<file path="config.mk">
export PLATFORM = sky130hd
export DESIGN_NAME = ws2811_frame_sched_flat
export DESIGN_NICKNAME = d
export VERILOG_FILES = /design/src/rtl/ws2811_pkg.sv /design/src/rtl/ws2811_frame_sched_if.sv /design/src/rtl/ws2811_frame_sched_timer.sv /design/src/rtl/ws2811_frame_sched.sv /design/src/flat_wrapper.sv
export SDC_FILE = /design/constraint.sdc
export NUM_CORES = 1
export LEC_CHECK = 0
export CAP_MARGIN = 20
export CELL_PAD_IN_SITES_DETAIL_PLACEMENT = 1
export CELL_PAD_IN_SITES_GLOBAL_PLACEMENT = 2
export CORE_MARGIN = 10
export CORE_UTILIZATION = 33
export DETAILED_ROUTE_END_ITERATION = 12
export MAX_ROUTING_LAYER = met4
export PLACE_DENSITY_LB_ADDON = 0.1
export SLEW_MARGIN = 10
export SYNTH_ARGS = -nofsm -noshare
export SYNTH_HDL_FRONTEND = slang
export SYNTH_SLANG_ARGS = --single-unit
</file>
<file path="constraint.sdc">
create_clock -name clk -period 4.6 [get_ports clk]
set_clock_uncertainty 0.2 [all_clocks]
set_input_delay 0.92 -clock clk [delete_from_list [all_inputs] [get_ports clk]]
set_output_delay 0.92 -clock clk [all_outputs]
set_load 0.02 [all_outputs]
</file>
<file path="src/rtl/ws2811_pkg.sv">
// Shared definitions for the WS2811 frame scheduler.
//   CLKS_PER_BIT / BITS_PER_LED : driver bit timing; their product is the per-LED cost
//   MAX_LEDS                    : LEDs per bank
//   state_t                     : scheduler FSM encoding
//   clamp_leds()                : limits a requested LED count to one bank
package ws2811_pkg;

    localparam int CLKS_PER_BIT     = 25;
    localparam int BITS_PER_LED     = 24;
    localparam int MAX_LEDS         = 256;
    localparam int CLKS_PER_LED_DEF = CLKS_PER_BIT * BITS_PER_LED;

    typedef enum logic [1:0] {
        IDLE   = 2'd0,
        LAUNCH = 2'd1,
        BUSY   = 2'd2
    } state_t;

    function automatic logic [8:0] clamp_leds(input logic [8:0] req);
        return (req > 9'(MAX_LEDS)) ? 9'(MAX_LEDS) : req;
    endfunction

endpackage

</file>
<file path="src/rtl/ws2811_frame_sched_if.sv">
// Scheduler bundle: host-side configuration/swap handshake and driver-side launch signals.
//   master : the scheduler (drives swap_ack, back_bank, start, bank, leds, busy, missed)
//   slave  : host software + pixel driver (drive enable, cfg_leds, swap_req)
interface ws2811_frame_sched_if;

    logic        enable;
    logic [8:0]  cfg_leds;
    logic        swap_req;
    logic        swap_ack;
    logic        back_bank;
    logic        start;
    logic        bank;
    logic [8:0]  leds;
    logic        busy;
    logic [15:0] missed;

    modport master (
        input  enable, cfg_leds, swap_req,
        output swap_ack, back_bank, start, bank, leds, busy, missed
    );

    modport slave (
        output enable, cfg_leds, swap_req,
        input  swap_ack, back_bank, start, bank, leds, busy, missed
    );

endinterface

</file>
<file path="src/rtl/ws2811_frame_sched_timer.sv">
// Frame tick generator.
//   clk, rst_n : clock, asynchronous active-low reset
//   i_enable   : 0 holds the count at 0 and suppresses the tick
//   o_tick     : high during the wrap cycle of the 0..FRAME_DIV-1 count
module ws2811_frame_sched_timer #(
    parameter int FRAME_DIV = 333333
) (
    input  logic clk,
    input  logic rst_n,
    input  logic i_enable,
    output logic o_tick
);

    localparam int CW = (FRAME_DIV > 1) ? $clog2(FRAME_DIV) : 1;
    localparam logic [CW-1:0] LAST = CW'(FRAME_DIV - 1);

    logic [CW-1:0] r_cnt;

    assign o_tick = i_enable && (r_cnt == LAST);

    always_ff @(posedge clk or negedge rst_n) begin
        if (!rst_n) begin
            r_cnt <= '0;
        end else if (!i_enable || o_tick) begin
            r_cnt <= '0;
        end else begin
            r_cnt <= r_cnt + 1'b1;
        end
    end

endmodule

</file>
<file path="src/rtl/ws2811_frame_sched.sv">
// WS2811 frame scheduler: periodic launches to the pixel driver with double-buffered banks.
//   clk, rst_n : 20 MHz clock shared with the driver, asynchronous active-low reset
//   bus        : ws2811_frame_sched_if.master (enable/cfg_leds/swap_req in,
//                swap_ack/back_bank/start/bank/leds/busy/missed out)
//
//   state  | meaning
//   IDLE   | waiting for a frame tick; swaps banks and picks the LED count
//   LAUNCH | latch leds, pulse start, load the transmit + latch-gap budget
//   BUSY   | driver transmitting or in latch gap; counts the budget down to 0
module ws2811_frame_sched
    import ws2811_pkg::*;
#(
    parameter int FRAME_DIV    = 333333,
    parameter int CLKS_PER_LED = CLKS_PER_LED_DEF,
    parameter int RESET_CLKS   = 1024,
    parameter bit REFRESH      = 1'b1
) (
    input  logic                  clk,
    input  logic                  rst_n,
    ws2811_frame_sched_if.master  bus
);

    state_t      r_state;
    logic        r_swap_pend;
    logic [8:0]  r_n;
    logic [19:0] r_busy_cnt;
    logic        r_start;
    logic        r_swap_ack;
    logic        r_bank;
    logic [8:0]  r_leds;
    logic        r_busy;
    logic [15:0] r_missed;

    logic        w_tick;
    logic        w_swap;
    logic [8:0]  w_n;
    logic [19:0] w_busy_load;

    ws2811_frame_sched_timer #(.FRAME_DIV(FRAME_DIV)) u_timer (
        .clk      (clk),
        .rst_n    (rst_n),
        .i_enable (bus.enable),
        .o_tick   (w_tick)
    );

    // A request arriving in the tick cycle is served by that same tick.
    assign w_swap      = r_swap_pend || bus.swap_req;
    assign w_n         = clamp_leds(bus.cfg_leds);
    // Worst case 256*600 + 1024 = 154624 fits in 20 bits.
    assign w_busy_load = 20'(r_n) * 20'(CLKS_PER_LED) + 20'(RESET_CLKS);

    always_ff @(posedge clk or negedge rst_n) begin
        if (!rst_n) begin
            r_state     <= IDLE;
            r_swap_pend <= 1'b0;
            r_n         <= '0;
            r_busy_cnt  <= '0;
            r_start     <= 1'b0;
            r_swap_ack  <= 1'b0;
            r_bank      <= 1'b0;
            r_leds      <= '0;
            r_busy      <= 1'b0;
            r_missed    <= '0;
        end else begin
            r_start    <= 1'b0;
            r_swap_ack <= 1'b0;

            if (w_tick && (r_state != IDLE) && (r_missed != 16'hFFFF)) begin
                r_missed <= r_missed + 16'd1;
            end

            // Pending swap survives missed ticks; cleared only when a tick takes it.
            if (bus.swap_req) begin
                r_swap_pend <= 1'b1;
            end

            case (r_state)
                IDLE: begin
                    if (w_tick && (w_swap || REFRESH)) begin
                        if (w_swap) begin
                            r_bank      <= ~r_bank;
                            r_swap_pend <= 1'b0;
                            r_swap_ack  <= 1'b1;
                        end
                        r_n <= w_n;
                        // An empty frame still swaps but never bothers the driver.
                        if (w_n != 9'd0) begin
                            r_state <= LAUNCH;
                        end
                    end
                end
                LAUNCH: begin
                    r_leds     <= r_n;
                    r_start    <= 1'b1;
                    r_busy     <= 1'b1;
                    r_busy_cnt <= w_busy_load;
                    r_state    <= BUSY;
                end
                BUSY: begin
                    if (r_busy_cnt == 20'd0) begin
                        r_busy  <= 1'b0;
                        r_state <= IDLE;
                    end else begin
                        r_busy_cnt <= r_busy_cnt - 20'd1;
                    end
                end
                default: r_state <= IDLE;
            endcase
        end
    end

    assign bus.start     = r_start;
    assign bus.swap_ack  = r_swap_ack;
    assign bus.bank      = r_bank;
    assign bus.back_bank = ~r_bank;
    assign bus.leds      = r_leds;
    assign bus.busy      = r_busy;
    assign bus.missed    = r_missed;

endmodule

</file>
<file path="src/flat_wrapper.sv">
// flat-port wrapper written by rule: the top's interface ports become plain ports
module ws2811_frame_sched_flat import ws2811_pkg::*;
#(
    parameter int FRAME_DIV    = 333333,
    parameter int CLKS_PER_LED = CLKS_PER_LED_DEF,
    parameter int RESET_CLKS   = 1024,
    parameter bit REFRESH      = 1'b1
)
  (clk, rst_n, bus_enable, bus_cfg_leds, bus_swap_req, bus_swap_ack, bus_back_bank, bus_start, bus_bank, bus_leds, bus_busy, bus_missed);
  ws2811_frame_sched_if bus_i ();
  input  logic clk;
  input  logic rst_n;
  input wire logic [$bits(bus_i.enable)-1:0] bus_enable;
  input wire logic [$bits(bus_i.cfg_leds)-1:0] bus_cfg_leds;
  input wire logic [$bits(bus_i.swap_req)-1:0] bus_swap_req;
  output wire logic [$bits(bus_i.swap_ack)-1:0] bus_swap_ack;
  output wire logic [$bits(bus_i.back_bank)-1:0] bus_back_bank;
  output wire logic [$bits(bus_i.start)-1:0] bus_start;
  output wire logic [$bits(bus_i.bank)-1:0] bus_bank;
  output wire logic [$bits(bus_i.leds)-1:0] bus_leds;
  output wire logic [$bits(bus_i.busy)-1:0] bus_busy;
  output wire logic [$bits(bus_i.missed)-1:0] bus_missed;
  assign bus_i.enable = bus_enable;
  assign bus_i.cfg_leds = bus_cfg_leds;
  assign bus_i.swap_req = bus_swap_req;
  assign bus_swap_ack = bus_i.swap_ack;
  assign bus_back_bank = bus_i.back_bank;
  assign bus_start = bus_i.start;
  assign bus_bank = bus_i.bank;
  assign bus_leds = bus_i.leds;
  assign bus_busy = bus_i.busy;
  assign bus_missed = bus_i.missed;
  ws2811_frame_sched #(.FRAME_DIV(FRAME_DIV), .CLKS_PER_LED(CLKS_PER_LED), .RESET_CLKS(RESET_CLKS), .REFRESH(REFRESH)) u_core (.clk(clk), .rst_n(rst_n), .bus(bus_i));
endmodule
</file>
### Word-level counts from Yosys, hierarchy flattened

Index checks and enable logic that the tools add are counted.

* memory bits (writable): 0
* register bits: 80
* latch bits: 0
* memories kept: 0
* input port bits: 13
* bits in read-only memories: 0

* bitwise gates (word level): 1
* $mul: 1
* equal/unequal tests: 8
* add/subtract/negate cells: 4
* div/mod/pow operators: 0
* reduce and logical (&&, ||, !) cells: 16
* shifts and indexed selects: 0
* order comparisons: 1
* mux-type cells: 18

Operators by type and width (number)
* 20-bit one-hot mux with 2 select lines: 1
* 19-bit by 11-bit adder with 20-bit output (second input constant): 1
* 20-bit zero test: 1
* 20-bit two-way mux: 1
* 20-bit by 1-bit subtractor with 20-bit output (second input constant): 1
* 19-bit by 1-bit adder with 19-bit output (second input constant): 1
* 19-bit equality test (second input constant): 1
* 19-bit two-way mux: 1
* 16-bit by 1-bit adder with 16-bit output (second input constant): 1
* 9-bit by 7-bit multiplier with 16-bit output (second input constant): 1
* 16-bit inequality test (second input constant): 1
* 9-bit greater-than comparator (second input constant): 1
* 1-bit two-way mux: 9
* 9-bit two-way mux: 1
* 9-bit nonzero test: 1
* 2-bit two-way mux: 3
* 2-bit one-hot mux with 3 select lines: 1
* 2-bit AND reduction: 3
* 3-bit AND reduction: 2
* 2-bit by 1-bit inequality test with 1-bit output (second input constant): 2
* 2-bit inequality test (second input constant): 2
* 2-bit nonzero test: 2
* 1-bit logical AND: 3
* 2-bit by 1-bit equality test with 1-bit output (second input constant): 1
* other kinds (6): 7

### Depth between registers and ports, before layout

Gate-level depths: netlist of run 1.

* depth after elaboration: 6
* mapped depth: 15

### Modules after synthesis

Synthesis of run 1 repeated with hierarchy kept, for this count alone.

* cells, all modules: 560
* area total of the unflattened synthesis: 5265.0 um^2

Modules (own cells, without submodules)
* ws2811_frame_sched: seq. area each 1526.5 um^2, instances 1, cells an instance 451, area an instance 4240.3 um^2
* ws2811_frame_sched_timer: seq. area each 475.5 um^2, instances 1, cells an instance 109, area an instance 1024.7 um^2

### Least setup slack after synthesis of run 1

OpenSTA, ideal clock, no wires.

* path kind: register to register
* start: register u_core.r_n[5]
* end: register u_core.r_busy_cnt[17]
* setup slack: 281 ps
* period minus slack after synthesis: 4319 ps
* setup time: 69 ps
* required time: 4331 ps
* stages on the path, launching flop included: 16
* buffers on the path: 0
* data arrival time: 4051 ps
* cell sequence: dfrtp_1 > ha_1 > ha_1 > fa_1 > inv_1 > fa_1 > inv_1 > ha_1 > o21ai_0 > a21oi_1 > o41ai_2 > xor2_1 > and2b_1 > nand3_2 > or4b_1 > nand3_1

* longest elaborated chain between the ends: 3

RTL lines
* from (decl): RTL line ws2811_frame_sched.sv:25 `logic [8:0] r_n;`
* from (signal assigned): RTL line ws2811_frame_sched.sv:85 `r_n <= w_n;`
* 9-bit by 7-bit multiplier with 16-bit output: RTL line ws2811_frame_sched.sv:50 `assign w_busy_load = 20'(r_n) * 20'(CLKS_PER_LED) + 20'(RESET_CLKS);`
* 19-bit by 11-bit adder with 20-bit output: RTL line ws2811_frame_sched.sv:50
* 20-bit one-hot mux with 2 select lines: RTL line ws2811_frame_sched.sv:77 `case (r_state)`
* to (signal assigned): RTL line ws2811_frame_sched.sv:96 `r_busy_cnt <= w_busy_load;`
* to (signal assigned): RTL line ws2811_frame_sched.sv:104 `r_busy_cnt <= r_busy_cnt - 20'd1;`
* to (decl): RTL line ws2811_frame_sched.sv:26 `logic [19:0] r_busy_cnt;`

No other way between the ends.
A chain may end at the register's enable or synchronous reset.

### Worst setup path in the final report of run 1

Same ends and word-level chain as after synthesis.

==> impl_metrics.ini, run 1 <==
[synthesis]
synthXorXnorAreaFrac_pct = 7.56
synth-edff-count = 0
synth_fp_nets = 638
postSynthAreaPerCell_um2 = 9.10
syn_area_um2 = 5200
async_flop_share_pct = 100
synth_compound_area_share_pct = 12.4
synth.area.top_cells = dfrtp_1, ha_1, nand2_1
yosys.area.top_type = dfrtp_1
ys.warnings.count = 0
synthMuxAreaShare_pct = 0.843
synthDistinctLibCells = 68
synth_seq_cells = 80
ys.flop_type = dfrtp_1
synth_top_family_by_area = simple AND/OR/NAND/NOR gates
synthAdderAreaFrac_pct = 14.3
yosysSeqAreaShare_pct = 38.5
synthSimpleGateAreaFrac_pct = 23.0
syn_inst = 571
synth_top_area_share_pct = 38.5

[setup_path]
worstSetupPathType = reg -> reg
startpoint_type = flip-flop
max_stage_delay_ps = 510
r2r_slack_ps = 220
crit_buf_inv = 2
endpoint_kind = flip-flop
path_max_fanout = 4
cpMostUsedCell = ha_1
worstPathArrival_ps = 4460
cpMaxStageDelayCell = or4_4
required_ps = 4680
crit_chain = ha_1, ha_1, ha_1, inv_1, fa_1, inv_1, ha_1, o21ai_1, o21bai_2, nor2_2, o31a_1, or4_4, nor2_2, or4b_1, nand3_1
crit_family = adder cells

[cts]
htreeDepth = 3
cts_hold_buf = 0
root_buffer = clkbuf_16
cts.sinks = 80
cts.path.max_buffers = 2
tritoncts = built
clk_latency_ps = 350
clk_pin_slew_ps = 70
numCtsBuffers = 9

[floorplan]
die_y_um = 146
coreArea_um2 = 15300
initial_utilization_pct = 33.9
die_w_um = 146
rows = 45
dieArea_um2 = 21200
top_level_ports = 43

[grt]
antenna_found_initial = 0
grt_pass1_vias = 4508
grt_max_degree = 81
grt_first_pass_wirelength_mm = 24.2
grt-ovfl-total = 0
track_usage_pct = 14.3

[detailed_routing]
vias_per_cell = 5.10
routed_wirelength_mm = 14.5
post_drt_wl_per_cell_um = 17.2
firstDrtPassIters = 4
vias = 4294
ant_nets = 0
drc = 0
drt-initial-drc-count = 148

[timing]
finalHoldViolCount = 0
fin_crit_ps = 4380
clock.fmax_ghz = 0.228
finalSetupTns_ps = 0
tightest_slew_ps = 775
min_period_over_period_pct = 95.2
slew_viol_final = 0
slew-limit-headroom_pct = 48.3
holdWs_ps = 287
setup_viol = 0
rsz0062_at_grt = false

[placement]
placed_area_um2 = 5910
hpwl_mm = 10.9
place_congestion = 0.815
io_buffers = 42

[cells_and_area]
antenna_cells = 0
drive_above_1_share_pct = 9.51
multi_input_area_um2 = 3050
seq_area_um2 = 2000
fillers = 1790
final_area_um2 = 6290
syn_to_final_growth_pct = 21.1
final_util_pct = 41.1
nets = 693

[pwr]
p_per_area_nw_per_um2 = 239
peakVddDrop_mv = 0.190
power.leakage_nw = 2.99

[min_path]
hold_class = reg -> reg

[run]
cap_viol_max_count = 0

[run_status]
status = complete, no violations
## state kept, by name, summed over array words and instances, names as in the netlist
name	count
u_core.r_busy_cnt	20
u_core.u_timer.r_cnt	19
u_core.r_swap_pend	1
u_core.bus.busy	1
u_core.r_n	9
u_core.bus.missed	16
u_core.bus.swap_ack	1
u_core.bus.start	1
u_core.bus.leds	9
u_core.bus.bank	1
u_core.r_state	2
## path summary, 6_finish.rpt
path	end	startpoint	depth (start not counted)
setup / recovery	u_core.r_busy_cnt[17]$_DFFE_PN0P_	u_core.r_n[5]$_DFFE_PN0P_	15
hold / removal	u_core.bus.leds[5]$_DFFE_PN0P_	u_core.bus.leds[5]$_DFFE_PN0P_	2
setup reg to reg	u_core.r_busy_cnt[17]$_DFFE_PN0P_	u_core.r_n[5]$_DFFE_PN0P_	15
hold reg to reg	u_core.bus.leds[5]$_DFFE_PN0P_	u_core.bus.leds[5]$_DFFE_PN0P_	2
max in group asynchronous	u_core.bus.missed[5]$_DFFE_PN0P_	rst_n	2
min in group asynchronous	u_core.bus.leds[8]$_DFFE_PN0P_	rst_n	1
## cell usage in the layout, fill, tap and decap left out, types with 23 or more instances in the layout
cell type and n:
a21oi_1 32, clkdlybuf4s50_1 41, dfrtp_1 79, ha_1 45
inv_1 28, nand2_1 72, nand3_1 23, nor2_1 53
o21ai_0 36, xor2_1 25
## Yosys cell counts, types with 3 or more instances
cell type	n
a21o_1	3
buf_1	3
xor2_1	25
dfrtp_1	80
a31oi_1	3
nand4b_1	3
nand3b_1	3
mux2_2	3
or3_1	7
nand4_1	7
nor4_1	8
nor2_1	53
and4_1	4
o22ai_1	7
clkbuf_1	8
and3_1	7
inv_1	28
nor3_1	15
xnor2_1	18
ha_1	45
fa_1	9
o21ai_0	39
nand2_1	72
a21oi_1	34
nand2b_1	14
nand3_1	23
## metrics by stage
step,worst slack [ps],total power [mW],instances
2_1_floorplan,281,0.732,571
3_3_place_gp,158,0.762,822
3_5_place_dp,52.6,0.763,822
4_1_cts,6.84,1.53,838
5_1_grt,46.3,1.57,842
6_report,220,1.50,842
## worst reg2reg max path, stage by stage, from the launching register on
cell and delay, ps:
dfrtp_2 440, ha_1 280, ha_1 280, ha_1 280, inv_1 50, fa_1 500, inv_1 50, ha_1 340
o21ai_1 120, o21bai_2 270, nor2_2 80, o31a_1 280, or4_4 510, nor2_2 100, or4b_1 440, nand3_1 90
## cells by family after synthesis
| logic type | Yosys count |
|---|---|
| and+or+nand+nor | 238 |
| AOI/OAI and AO/OA | 107 |
| DFF | 80 |
| adders and majority gates | 54 |
| xor gates and xnor gates | 44 |
| buffers and inverters | 44 |
| muxes | 4 |
## power by group
part / switching, mW / internal (mW)
clock network: 0.328 / 0.427
registers: 0.00233 / 0.705
logic: 0.0262 / 0.0166
total: 0.356 / 1.15
## final cells by class
class                           instances  share of cell area [%]
Clock buffer                            9                    3.58
Clock inverter                          7                    1.25
Inverter                               29                    1.73
Multi-Input combinational cell        447                    48.4
Sequential cell                        80                    31.8
Tap cell                              211                    4.19
Timing Repair Buffer                   59                    8.99
## per-layer routing
layer,vias to the layer above,track usage (%),part of all wire [%]
li1,2113,-,-
met1,2131,20.5,53
met2,40,20.2,43
met3,10,3.29,3.0
met4,0,2.73,0.59
met5,-,-,0
## repair_timing
item / CTS / global route
resized for setup: 0 / 11
setup endpoints to repair: 0 / 5
buffers inserted: 0 / 2
(Power assumes the default switching activity.)
==> run 2, diff against run 1 <==
Settings changed: CTS_BUF_LIST set to sky130_fd_sc_hd__clkbuf_16, SKIP_CTS_REPAIR_TIMING set to 1.
==> results of run 2 <==
Same layout as run 1: the final DEF is identical, and so are final timing and power.
